## src/rtl/dram_burst_master_if.sv

```systemverilog
`default_nettype none
// ============================================================================
//  Module   : dram_burst_master_if
//  Purpose  : Command, read-stream, write-stream and single-cycle DRAM
//             access signals of the DRAM burst master, grouped into one bundle.
//             master = burst master view, slave = datapath + DRAM view.
//  Revision : 1.0  initial release
// ============================================================================
interface dram_burst_master_if #(
  parameter int COL_NUM  = 128,
  parameter int ADDR_LEN = 25,
  parameter int LEN_W    = 16
);
  logic                cmd_valid;
  logic                cmd_ready;
  logic                cmd_wr;
  logic [ADDR_LEN-1:0] cmd_addr;
  logic [LEN_W-1:0]    cmd_len;
  logic                rd_valid;
  logic                rd_ready;
  logic [COL_NUM-1:0]  rd_data;
  logic                wr_valid;
  logic                wr_ready;
  logic [COL_NUM-1:0]  wr_data;
  logic                done;
  logic                DRAM_valid;
  logic                DRAM_wr_en;
  logic [ADDR_LEN-1:0] DRAM_addr;
  logic [COL_NUM-1:0]  DRAM_rd_data;
  logic [COL_NUM-1:0]  DRAM_wr_data;

  modport master (
    input  cmd_valid, cmd_wr, cmd_addr, cmd_len, rd_ready, wr_valid, wr_data, DRAM_rd_data,
    output cmd_ready, rd_valid, rd_data, wr_ready, done,
           DRAM_valid, DRAM_wr_en, DRAM_addr, DRAM_wr_data
  );

  modport slave (
    output cmd_valid, cmd_wr, cmd_addr, cmd_len, rd_ready, wr_valid, wr_data, DRAM_rd_data,
    input  cmd_ready, rd_valid, rd_data, wr_ready, done,
           DRAM_valid, DRAM_wr_en, DRAM_addr, DRAM_wr_data
  );
endinterface
`default_nettype wire

```

## src/rtl/dram_burst_master.sv

```systemverilog
`default_nettype none
// ============================================================================
//  Module   : dram_burst_master
//  Purpose  : Accepts one burst command, issues one DRAM line access per cycle
//             with an incrementing (wrapping) address and streams lines to /
//             from the compute side. Reads go through a 2-entry FIFO so the
//             consumer can stall without losing the combinational DRAM data.
//  Options  : DRAM_ACC_CNT_EN adds acc_cnt_o, a free-running count of DRAM
//             access cycles (cleared only by rst).
//  Revision : 1.0  initial release
// ============================================================================
module dram_burst_master #(
  parameter int COL_NUM  = 128,
  parameter int ADDR_LEN = 25,
  parameter int LEN_W    = 16
) (
  input  logic                clk,
  input  logic                rst,
  dram_burst_master_if.master bus
`ifdef DRAM_ACC_CNT_EN
  ,
  output logic [31:0]         acc_cnt_o
`endif
);

  typedef enum logic [1:0] {
    S_IDLE = 2'd0,
    S_RD   = 2'd1,
    S_WR   = 2'd2,
    S_DONE = 2'd3
  } state_t;

  state_t              state_q, state_d;
  logic [ADDR_LEN-1:0] addr_q, addr_d;
  logic [LEN_W-1:0]    rem_q, rem_d;

  logic [COL_NUM-1:0]  fifo_q [2];
  logic                head_q, tail_q;
  logic [1:0]          cnt_q;

  logic                rd_issue;
  logic                wr_issue;
  logic                issue;
  logic                pop;

  // The consumer may only pop what is actually held in the read FIFO.
  assign pop = (cnt_q != 2'd0) && bus.rd_ready;

  // Next-state, address/count bookkeeping and access issue decision.
  always_comb begin
    state_d  = state_q;
    addr_d   = addr_q;
    rem_d    = rem_q;
    rd_issue = 1'b0;
    wr_issue = 1'b0;
    unique case (state_q)
      S_IDLE: begin
        if (bus.cmd_valid) begin
          addr_d = bus.cmd_addr;
          rem_d  = bus.cmd_len;
          if (bus.cmd_len == '0)  state_d = S_DONE;
          else if (bus.cmd_wr)    state_d = S_WR;
          else                    state_d = S_RD;
        end
      end
      S_RD: begin
        // A slot frees up this cycle if the head is being popped.
        rd_issue = (rem_q != '0) && ((cnt_q != 2'd2) || pop);
        if ((rem_q == '0) && (cnt_q == 2'd0)) state_d = S_DONE;
      end
      S_WR: begin
        wr_issue = bus.wr_valid;
        if (bus.wr_valid && (rem_q == LEN_W'(1))) state_d = S_DONE;
      end
      S_DONE:  state_d = S_IDLE;
      default: state_d = S_IDLE;
    endcase
    issue = rd_issue | wr_issue;
    if (issue) begin
      addr_d = addr_q + ADDR_LEN'(1);
      rem_d  = rem_q - LEN_W'(1);
    end
  end

  // State, address and remaining-line registers.
  always_ff @(posedge clk) begin
    if (rst) begin
      state_q <= S_IDLE;
      addr_q  <= '0;
      rem_q   <= '0;
    end else begin
      state_q <= state_d;
      addr_q  <= addr_d;
      rem_q   <= rem_d;
    end
  end

  // Read FIFO: captures DRAM data at the strobe edge, drained by the consumer.
  always_ff @(posedge clk) begin
    if (rst) begin
      fifo_q[0] <= '0;
      fifo_q[1] <= '0;
      head_q    <= 1'b0;
      tail_q    <= 1'b0;
      cnt_q     <= 2'd0;
    end else begin
      if (rd_issue) begin
        fifo_q[tail_q] <= bus.DRAM_rd_data;
        tail_q         <= ~tail_q;
      end
      if (pop) head_q <= ~head_q;
      cnt_q <= cnt_q + {1'b0, rd_issue} - {1'b0, pop};
    end
  end

  assign bus.cmd_ready    = (state_q == S_IDLE);
  assign bus.rd_valid     = (cnt_q != 2'd0);
  assign bus.rd_data      = fifo_q[head_q];
  assign bus.wr_ready     = (state_q == S_WR);
  assign bus.done         = (state_q == S_DONE);
  assign bus.DRAM_valid   = issue;
  assign bus.DRAM_wr_en   = (state_q == S_WR);
  assign bus.DRAM_addr    = issue ? addr_q : '0;
  assign bus.DRAM_wr_data = (state_q == S_WR) ? bus.wr_data : '0;

`ifdef DRAM_ACC_CNT_EN
  logic [31:0] acc_cnt_q;

  // Counts every cycle carrying a DRAM access, wrapping at 2^32.
  always_ff @(posedge clk) begin
    if (rst)        acc_cnt_q <= '0;
    else if (issue) acc_cnt_q <= acc_cnt_q + 32'd1;
  end

  assign acc_cnt_o = acc_cnt_q;
`endif

endmodule
`default_nettype wire

```

## src/flat_wrapper.sv

```systemverilog
// flat-port wrapper written by rule: the top's interface ports become plain ports
module dram_burst_master_flat 
#(
  parameter int COL_NUM  = 128,
  parameter int ADDR_LEN = 25,
  parameter int LEN_W    = 16
)
  (clk, rst, bus_cmd_valid, bus_cmd_wr, bus_cmd_addr, bus_cmd_len, bus_rd_ready, bus_wr_valid, bus_wr_data, bus_DRAM_rd_data, bus_cmd_ready, bus_rd_valid, bus_rd_data, bus_wr_ready, bus_done, bus_DRAM_valid, bus_DRAM_wr_en, bus_DRAM_addr, bus_DRAM_wr_data);
  dram_burst_master_if #(.COL_NUM(COL_NUM), .ADDR_LEN(ADDR_LEN), .LEN_W(LEN_W)) bus_i ();
  input  logic clk;
  input  logic rst;
  input wire logic [$bits(bus_i.cmd_valid)-1:0] bus_cmd_valid;
  input wire logic [$bits(bus_i.cmd_wr)-1:0] bus_cmd_wr;
  input wire logic [$bits(bus_i.cmd_addr)-1:0] bus_cmd_addr;
  input wire logic [$bits(bus_i.cmd_len)-1:0] bus_cmd_len;
  input wire logic [$bits(bus_i.rd_ready)-1:0] bus_rd_ready;
  input wire logic [$bits(bus_i.wr_valid)-1:0] bus_wr_valid;
  input wire logic [$bits(bus_i.wr_data)-1:0] bus_wr_data;
  input wire logic [$bits(bus_i.DRAM_rd_data)-1:0] bus_DRAM_rd_data;
  output wire logic [$bits(bus_i.cmd_ready)-1:0] bus_cmd_ready;
  output wire logic [$bits(bus_i.rd_valid)-1:0] bus_rd_valid;
  output wire logic [$bits(bus_i.rd_data)-1:0] bus_rd_data;
  output wire logic [$bits(bus_i.wr_ready)-1:0] bus_wr_ready;
  output wire logic [$bits(bus_i.done)-1:0] bus_done;
  output wire logic [$bits(bus_i.DRAM_valid)-1:0] bus_DRAM_valid;
  output wire logic [$bits(bus_i.DRAM_wr_en)-1:0] bus_DRAM_wr_en;
  output wire logic [$bits(bus_i.DRAM_addr)-1:0] bus_DRAM_addr;
  output wire logic [$bits(bus_i.DRAM_wr_data)-1:0] bus_DRAM_wr_data;
  assign bus_i.cmd_valid = bus_cmd_valid;
  assign bus_i.cmd_wr = bus_cmd_wr;
  assign bus_i.cmd_addr = bus_cmd_addr;
  assign bus_i.cmd_len = bus_cmd_len;
  assign bus_i.rd_ready = bus_rd_ready;
  assign bus_i.wr_valid = bus_wr_valid;
  assign bus_i.wr_data = bus_wr_data;
  assign bus_i.DRAM_rd_data = bus_DRAM_rd_data;
  assign bus_cmd_ready = bus_i.cmd_ready;
  assign bus_rd_valid = bus_i.rd_valid;
  assign bus_rd_data = bus_i.rd_data;
  assign bus_wr_ready = bus_i.wr_ready;
  assign bus_done = bus_i.done;
  assign bus_DRAM_valid = bus_i.DRAM_valid;
  assign bus_DRAM_wr_en = bus_i.DRAM_wr_en;
  assign bus_DRAM_addr = bus_i.DRAM_addr;
  assign bus_DRAM_wr_data = bus_i.DRAM_wr_data;
  dram_burst_master #(.COL_NUM(COL_NUM), .ADDR_LEN(ADDR_LEN), .LEN_W(LEN_W)) u_core (.clk(clk), .rst(rst), .bus(bus_i));
endmodule
```

## config.mk

```make
export PLATFORM = sky130hd
export DESIGN_NAME = dram_burst_master_flat
export DESIGN_NICKNAME = d
export VERILOG_FILES = /design/src/rtl/dram_burst_master_if.sv /design/src/rtl/dram_burst_master.sv /design/src/flat_wrapper.sv
export SDC_FILE = /design/constraint.sdc
export NUM_CORES = 1
export LEC_CHECK = 0
export CAP_MARGIN = 20
export CORE_AREA = 2 2 232 234
export CTS_CLUSTER_DIAMETER = 30
export CTS_CLUSTER_SIZE = 20
export DETAILED_ROUTE_END_ITERATION = 8
export DIE_AREA = 0 0 234 236
export GPL_TIMING_DRIVEN = 0
export PLACE_DENSITY = 0.6
export SETUP_SLACK_MARGIN = 0.2
export SLEW_MARGIN = 20
export SYNTH_ARGS = -nofsm -noshare
export SYNTH_HDL_FRONTEND = slang
export SYNTH_SLANG_ARGS = --single-unit
```

## constraint.sdc

```tcl
create_clock -name clk -period 23.5 [get_ports clk]
set_clock_uncertainty 0.05 [all_clocks]
set_input_delay 4.7 -clock clk [delete_from_list [all_inputs] [get_ports clk]]
set_output_delay 4.7 -clock clk [all_outputs]
set_load 0.03 [all_outputs]
```

Word-level counts from Yosys, hierarchy flattened. Memories as Yosys holds them, arrays and structs flattened. A register that Yosys moved wholly into a read port is not among the register bits. Index checks and enable logic that the tools add are counted.

Add/subtract/negate cells: 4. Equality and inequality tests: 8. Muxes and demuxes: 26. Bitwise operators: 3. Reduce and logical (&&, ||, !) cells: 16.

Operators by type and width (count): $mux 128 (2); $reduce_or 128->1 (1); $mux 25 (4); $mux 16 (3); $logic_not 16->1 (2); $add 25x1->25 const B (1); $eq 16x1->1 const B (1); $reduce_bool 16->1 (1); $sub 16x1->16 const B (1); $mux 1 (11); $mux 2 (5); $pmux 2 s4 (1); $reduce_bool 2->1 (3); $eq 2x2->1 const B (2); $logic_and 1x1->1 (4); $logic_not 2->1 (2); $ne 2x1->1 const B (2); $ne 2x2->1 const B (2); $reduce_and 3->1 (1); $add 2x1->2 (1); $eq 2x1->1 const B (1); $not 1->1 (2); $reduce_and 2->1 (1); $sub 2x1->2 (1); other kinds (2) (2).

Bits in registers: 47. Memory bits (writable): 256. Input bits: 303. Output and inout port bits: 287. Memories: 1.

Memory list: u_core.fifo_q (depth 2, bits a word 128, rd ports 1, clocked after Yosys merged registers in 1, wr ports 2, line dram_burst_master.sv:37) `logic [COL_NUM-1:0] fifo_q [2];`.

Longest topological paths before layout. Gate-level depths: netlist of the first run.

Depth after elaboration: 10. Gate-level depth with buffers: 10.

Worst setup path after synthesis of the first run. No wires, ideal clock.

Path kind: in2reg. Start point: input bus_rd_ready. End point: memory u_core.fifo_q[0][0], enable pin. Setup time: 642 ps. Arrival: 10939 ps. Required time: 22808 ps. Path slack: 11869 ps. Stages: 3. Buffers on the path: 0. Path through: o31a_1 > nand2_1 > o21bai_1.

RTL lines: start, declared (line flat_wrapper.sv:16) `input wire logic [$bits(bus_i.rd_ready)-1:0] bus_rd_ready;`; end, declared (line dram_burst_master.sv:37).

Worst setup path in the final report of the first run.
Start point: input bus_wr_valid. End point: output bus_DRAM_addr[5].

Cells in the longest elaborated chain, start to end: 3.

RTL lines: start, declared (line flat_wrapper.sv:17) `input wire logic [$bits(bus_i.wr_valid)-1:0] bus_wr_valid;`; $mux 1 (line dram_burst_master.sv:56) `unique case (state_q)`; $or 1x1->1 (line dram_burst_master.sv:78) `issue = rd_issue | wr_issue;`; $mux 25 (line dram_burst_master.sv:123) `assign bus.DRAM_addr = issue ? addr_q : '0;`; end, declared (line flat_wrapper.sv:27) `output wire logic [$bits(bus_i.DRAM_addr)-1:0] bus_DRAM_addr;`.

Every way passes these cells.

==> results of run 1 <==
[report_power, final]
| part | internal [W] | switching (W) | leakage [nW] |
|---|---|---|---|
| combinational | 0.000503 | 0.000711 | 4.77 |
| sequential | 0.000698 | 0.0000436 | 3.06 |
| clock | 0.000743 | 0.000325 | 1.30 |
| total | 0.00194 | 0.00108 | 9.13 |
[through the flow]
| stage | setup slack [ns] | cells | hold slack, ns |
|---|---|---|---|
| final | 11.69 | 2666 | 0.4433 |
| after global routing | 11.58 | 2663 | 0.4684 |
| after detailed placement | 11.69 | 2508 | 0.4341 |
| after CTS | 11.67 | 2648 | 0.4404 |
| after floorplan | 11.87 | 1214 | 0.4173 |
| after global placement | 6.797 | 2498 | 0.4382 |
[per-layer routing]
| layer | GRT usage [%] | up-vias |
|---|---|---|
| met2 | 37.24 | 557 |
| met1 | 22.61 | 5854 |
| met3 | 6.685 | 122 |
| li1 | - | 5704 |
| met4 | 11.28 | 2 |
| met5 | 0 | - |
[layout make-up]
| cell class | count | area, um^2 |
|---|---|---|
| Antenna cell | 18 | 45.04 |
| Buffer | 80 | 352.8 |
| Clock buffer | 88 | 2009 |
| Clock inverter | 52 | 634.4 |
| Fill cell | 4916 | 28570 |
| Inverter | 12 | 47.55 |
| Multi-Input combinational cell | 818 | 5741 |
| Sequential cell | 304 | 8648 |
| Tap cell | 696 | 870.8 |
| Timing Repair Buffer | 598 | 6146 |
[flip-flops by register name, indices dropped and copies added (netlist names), named ones only]
register	cells
u_core.addr_q	25
u_core.cnt_q	2
u_core.fifo_q	256
u_core.head_q	1
u_core.rem_q	16
u_core.state_q	2
u_core.tail_q	1
[worst paths after layout]
path                                 start                                 end  slack [ns]  cells after the start
min reg2reg  u_core.addr_q[2]$_SDFFE_PP0P_       u_core.addr_q[2]$_SDFFE_PP0P_        0.44                      2
max reg2reg   u_core.rem_q[0]$_SDFFE_PP0P_  u_core.fifo_q[1][79]$_SDFFCE_PN0P_       19.73                     10
min          u_core.addr_q[2]$_SDFFE_PP0P_       u_core.addr_q[2]$_SDFFE_PP0P_        0.44                      2
max                           bus_wr_valid                    bus_DRAM_addr[5]       11.69                      7
[worst reg2reg max path, delay by kind of cell, from the launching register on]
kind	cells	cell delay [ns]
DFF	1	0.36
buffers and inverters	4	1.01
and+or+nand+nor	5	1.85
adders and majority gates	1	0.18
[placed cells by master (no fill, tap or decap), types with 5 or more instances in the layout]
cell,instances
a211oi_1,7
a21oi_1,38
a311oi_1,8
a31oi_1,7
a32oi_1,5
and2_1,409
and3_1,6
buf_16,8
buf_2,6
bufinv_16,12
clkbuf_1,74
clkbuf_16,78
clkdlybuf4s50_1,588
clkinv_1,6
clkinv_2,21
dfxtp_1,48
diode_2,18
edfxtp_1,256
ha_1,9
inv_1,11
mux2_2,128
nand2_1,30
nand3_1,18
nand4_1,5
nor2_1,41
nor3_1,15
nor4_1,13
o21ai_0,20
o21bai_1,5
[kinds of logic (layout without fill, tap and decap cells)]
kind of cell | count (synthesis) | in the layout | share of synthesized area, %
adder cells (fa/ha/maj) | 9 | 9 | 0.7621
flip-flops | 304 | 304 | 58.53
multiplexers | 130 | 130 | 9.891
buffers and inverters | 92 | 830 | 2.710
AND/OR/NAND/NOR | 563 | 563 | 22.81
other | 0 | 18 | 0
AO/OA/AOI/OAI | 112 | 112 | 5.055
XOR/XNOR | 4 | 4 | 0.2372
==> metrics, run 1 <==
Rows=85; DRT Pass-1 Iters=5; Cell Pwr Density=roughly 120 nW/um^2; P&R area growth vs syn=65.78%; Min Clock Period, post-route=about 12 ns; Metal-1 WL=21560 um; synth cell count leaders=and2_1, edfxtp_1, mux2_2, clkbuf_1, dfxtp_1; Buffers & Inverters on Critical Path=5; initial detailed-routing violation count=647; Finished Cell Area=roughly 24000 um^2; total congestion overflow=0; CTS tree=yes; Most used DFF post-synth=edfxtp_1; Crit path required time=around 19 ns; crit path cell chain=clkdlybuf4s50_1 > a22oi_4 > inv_4 > buf_6 > clkbuf_1 > and2_1 > clkdlybuf4s50_1; Max stage delay on crit path=0.70 ns; max layer used=met5; Root Buffer=clkbuf_16; vias in the first global route=12951; CTS Sinks=around 300; DP HPWL=between 40000 and 50000 um; metal2 WL=~30000 um; most frequent CP cell=clkdlybuf4s50_1; Slew @ Worst Pin=just over 1 ns; met3 wire len=4862 um; Mapped Cells=1214; later-pin clock latency in the skew report=0.59 ns; DRC errors left=0; GR Util All Layers=a little over a fifth; final setup TNS=0 ns; Setup Fix Bufs, Post-CTS=0; height of the die=around 240 um; Synth Cell Area=approximately 15000 um^2; share of synthesized registers carrying an async set or reset=0%; RSZ-0062 raised after global routing=false; total wire length=roughly 60000 um; I/O pin count=between 500 and 600; syn_nets=1526; Max Fclk=around 0.085 GHz; Arr. time, crit path=about 7.1 ns; CTS H-tree depth=3; Post-synth EDFFs=256; # hold bufs at CTS=0; DR vias/cell=4.591; # Max-Cap Violations=0; # port buffers=a little under 600; Synth warnings=0; syn_area_per_cell=~12 um^2; Leak=between 9 and 10 nW; Post-Route Utilization=around 46%; Placement Cell Area=approximately 22000 um^2; Clock Tree Buf Depth=3; Hold Vio Cnt, Final=0; final setup fails=0; post-route clock period utilization=50.24%; CP max stage cell=clkdlybuf4s50_1; largest net degree at the start of global routing=47; CP max FO=10; peak supply drop=just over 0.05 mV; Synth area leaders=edfxtp_1, and2_1, mux2_2; die area=about 55000 um^2; Worst path top cell family by delay=buffers and inverters; global-route wire length before repair=~85000 um; Seq cells post-synth=304; antenna-violating nets left=0; crit path kind=primary input to primary output; Worst slew margin=a little under a third; Initial Util=27.84%; Max Slew Vio Count=0; overall power=about 0.0030 W; HP Class=flip-flop to flip-flop; status=finished, final reports clean; area leader, netlist=edfxtp_1; share of cells above drive strength 1=14.91%; placer congestion estimate=0.9572; cts bufs inserted=77; Setup crit end kind=primary output; initial antenna violation count=29; core area=around 53000 um^2; routed via count=around 12000; DR WL/cell=22.39 um; register area share after synthesis=58.53%; most numerous cell in the Yosys netlist=and2_1; # nets final=between 2000 and 2500; Synth cell types=54; crit start category=primary input; die width=roughly 230 um; clock slew seen by the registers of the worst setup and hold paths=approximately 0.040 ns; area share of the largest cell type after synthesis=between 50% and 60%; Resize count post-CTS=0
Note: power is estimated with default switching activity, not from simulation.
==> run 2, diff against run 1 <==
==> constraint.sdc (replaced) <==
create_clock -name clk -period 11.8 [get_ports clk]
set_clock_uncertainty 0.05 [all_clocks]
set_input_delay 2.36 -clock clk [delete_from_list [all_inputs] [get_ports clk]]
set_output_delay 2.36 -clock clk [all_outputs]
set_load 0.03 [all_outputs]
==> results of run 2 <==
Same layout as run 1 (identical final DEF). Status: finished, final reports clean.
Main changes from that run: setup slack after placement 11.69 ns -> 4.674 ns; setup slack after layout 11.69 ns -> 4.673 ns; register-to-register setup slack 19.73 ns -> 8.03 ns; total power 0.003024 W -> 0.006023 W; worst IR drop on VDD 0.05028 mV -> 0.1001 mV
==> run 3, diff against run 2 <==
--- a/config.mk
+++ b/config.mk
@@ -12,7 +12,7 @@
 export DETAILED_ROUTE_END_ITERATION = 8
 export DIE_AREA = 0 0 234 236
 export GPL_TIMING_DRIVEN = 0
-export PLACE_DENSITY = 0.6
+export PLACE_DENSITY = 0.62
 export SETUP_SLACK_MARGIN = 0.2
 export SLEW_MARGIN = 20
 export SYNTH_ARGS = -nofsm -noshare
==> constraint.sdc (replaced) <==
create_clock -name clk -period 5.7 [get_ports clk]
set_clock_uncertainty 0.05 [all_clocks]
set_input_delay 1.14 -clock clk [delete_from_list [all_inputs] [get_ports clk]]
set_output_delay 1.14 -clock clk [all_outputs]
set_load 0.03 [all_outputs]
==> metrics, run 3 (synthesized netlist as in run 1, its figures left out) <==
Min Clock Period, post-route=5.127 ns; RSZ-0062 raised after global routing=false; RR Startpoint=u_core.rem_q[0]$_SDFFE_PP0P_; most frequent cells in the layout=clkdlybuf4s50_1, and2_1, edfxtp_1, mux2_2, clkbuf_1; post-route clock period utilization=approximately nine tenths; Layout fillers=4851 (-1.3%); DRT Pass-1 Iters=6 (+1); clock slew seen by the registers of the worst setup and hold paths=0.05 ns (about the same); # Max-Cap Violations=0 (unchanged); share of cells above drive strength 1=14.30% (-0.61 points); vias in the first global route=12445 (-3.9%); Initial Util=27.84% (unchanged); Reg with most FFs=u_core.fifo_q; Arr. time, crit path=3.94 ns; commonest non-fill, non-tap cell in the layout=clkdlybuf4s50_1; Leak=9.025 nW (-1.1%); antenna-violating nets left=0 (unchanged); Worst Reg-to-Reg Cells=10 (unchanged); Post-Layout Cell Count=2651 (-0.56%); CTS H-tree depth=3 (unchanged); Rows=85 (unchanged); biggest regs=u_core.fifo_q x256, u_core.addr_q x25, u_core.rem_q x16; GR Util All Layers=20.93% (-0.32 points); Largest register FFs=256 (unchanged); Setup crit end kind=primary output; DR WL/cell=22.34 um (-0.20%); FF+latch area=8648 um^2 (unchanged); CTS Sinks=304 (unchanged); Multi-input gate area=5741 um^2 (unchanged); largest net degree at the start of global routing=45 (-4.3%); I/O pin count=590 (unchanged); # hold bufs at CTS=0 (unchanged); height of the die=236 um (unchanged); reg2reg end=u_core.fifo_q[1][31]$_SDFFCE_PN0P_; beginning of the critical path=u_core.rem_q[0]$_SDFFE_PP0P_; placer congestion estimate=0.9934 (+3.8%); die area=55220 um^2 (unchanged); cell count after placement=2508 (unchanged); Clock Tree Buf Depth=3 (unchanged); cts bufs inserted=76 (-1.3%); DP HPWL=45040 um (-1.8%); Hold Vio Cnt, Final=0 (unchanged); peak supply drop=about 0.24 mV; DR vias/cell=4.593 (about the same); final setup fails=0 (unchanged); Max Slew Vio Count=0 (unchanged); Setup Fix Bufs, Post-CTS=0 (unchanged); total congestion overflow=0 (unchanged); HP Class=flip-flop to flip-flop; initial detailed-routing violation count=673 (+4.0%); status=finished, final reports clean; core area=53070 um^2 (unchanged); # nets final=2202 (-0.045%); crit path kind=flip-flop to primary output; routed via count=12177 (-0.51%); Root Buffer=clkbuf_16; Crit path required time=4.51 ns; total wire length=59230 um (-0.76%); Worst slew margin=30.49% (-0.30 points); P&R area growth vs syn=64.47%; initial antenna violation count=15 (-48%); later-pin clock latency in the skew report=0.60 ns (about the same); CTS tree=yes; Resize count post-CTS=0 (unchanged); global-route wire length before repair=84280 um (-1.2%); worst hold start=u_core.addr_q[2]$_SDFFE_PP0P_; Slew @ Worst Pin=1.035 ns (+0.004467 ns); crit start category=flip-flop; r2r setup slk=around 2 ns; # port buffers=588 (unchanged); overall power=0.01221 W; hold path endpoint=u_core.addr_q[2]$_SDFFE_PP0P_; DRC errors left=0 (unchanged); Max Fclk=roughly 0.2 GHz; hold depth=2 (unchanged); die width=234 um (unchanged); Cell Pwr Density=between 500 and 600 nW/um^2; CP max FO=10 (unchanged)
-- run 3: cell count changes in the layout (fill, tap and decap cells not counted) --
cell / change
bufinv_16: -5
clkinv_2: -6
clkinvlp_4: +3
clkbuf_1: +4
clkbuf_8: -1
clkinv_16: +1
clkinv_1: +7
clkinv_8: -1
clkbuf_16: -1
diode_2: -14
inv_6: -2
-- run 3: critical path: stages, from the launching register on --
cell and delay, ns:
dfxtp_1 0.36, inv_1 0.16, ha_1 0.18, or4b_2 0.59, or4_4 0.47, a22oi_4 0.26, inv_4 0.11, buf_6 0.17
clkbuf_1 0.22, and2_1 0.22, clkdlybuf4s50_1 0.61
-- run 3: worst max path at each step --
stage	end	cells past startpoint
3_3_place_gp	u_core.fifo_q[0][85]$_SDFFCE_PN0P_	4
4_1_cts	bus_DRAM_addr[1]	10
6_report	bus_DRAM_addr[1]	10
5_1_grt	bus_DRAM_addr[4]	10
2_1_floorplan	u_core.fifo_q[0][0]$_SDFFCE_PN0P_	3
3_5_place_dp	bus_DRAM_addr[17]	8
-- run 3: area by class of cell --
cell class                      count  area share [%]
Inverter                           12          0.1957
Timing Repair Buffer              598           25.29
Clock inverter                     49           2.054
Multi-Input combinational cell    818           23.62
Sequential cell                   304           35.59
Antenna cell                        4         0.04119
Clock buffer                       90           8.171
Buffer                             80           1.452
Tap cell                          696           3.584
-- run 3: routing by layer --
metal | share of wire, % | up-vias | global-route usage, % | wire length, um
met2 | 45 | 509 | 32.44 | 26540
li1 | - | 5693 | - | -
met1 | 44 | 5852 | 27.79 | 26210
met5 | 0.23 | - | 0 | 134
met3 | 9.2 | 101 | 7.967 | 5460
met4 | 1.5 | 22 | 4.239 | 889
-- run 3: stage by stage --
| stage | util [%] | hold WS (ns) | TNS [ns] | setup slack, ns | cell area [um^2] |
|---|---|---|---|---|---|
| floorplan | - | 0.4173 | 0 | 0.3680 | 14780 |
| global placement | 40.58 | 0.4347 | -407.22 | -2.653 | 21540 |
| detailed placement | 41.09 | 0.4376 | 0 | 0.9868 | 21810 |
| CTS | 45.77 | 0.4452 | 0 | 0.5541 | 24290 |
| global route | 45.78 | 0.4731 | 0 | 0.4270 | 24290 |
| finish | 45.79 | 0.4486 | 0 | 0.5729 | 24300 |
-- run 3: power by group --
group	leakage, nW	internal (W)	switching [W]	total (W)
clock	1.20	0.00280	0.00134	0.00414
sequential	3.06	0.00288	0.000184	0.00306
combinational	4.77	0.00208	0.00294	0.00501
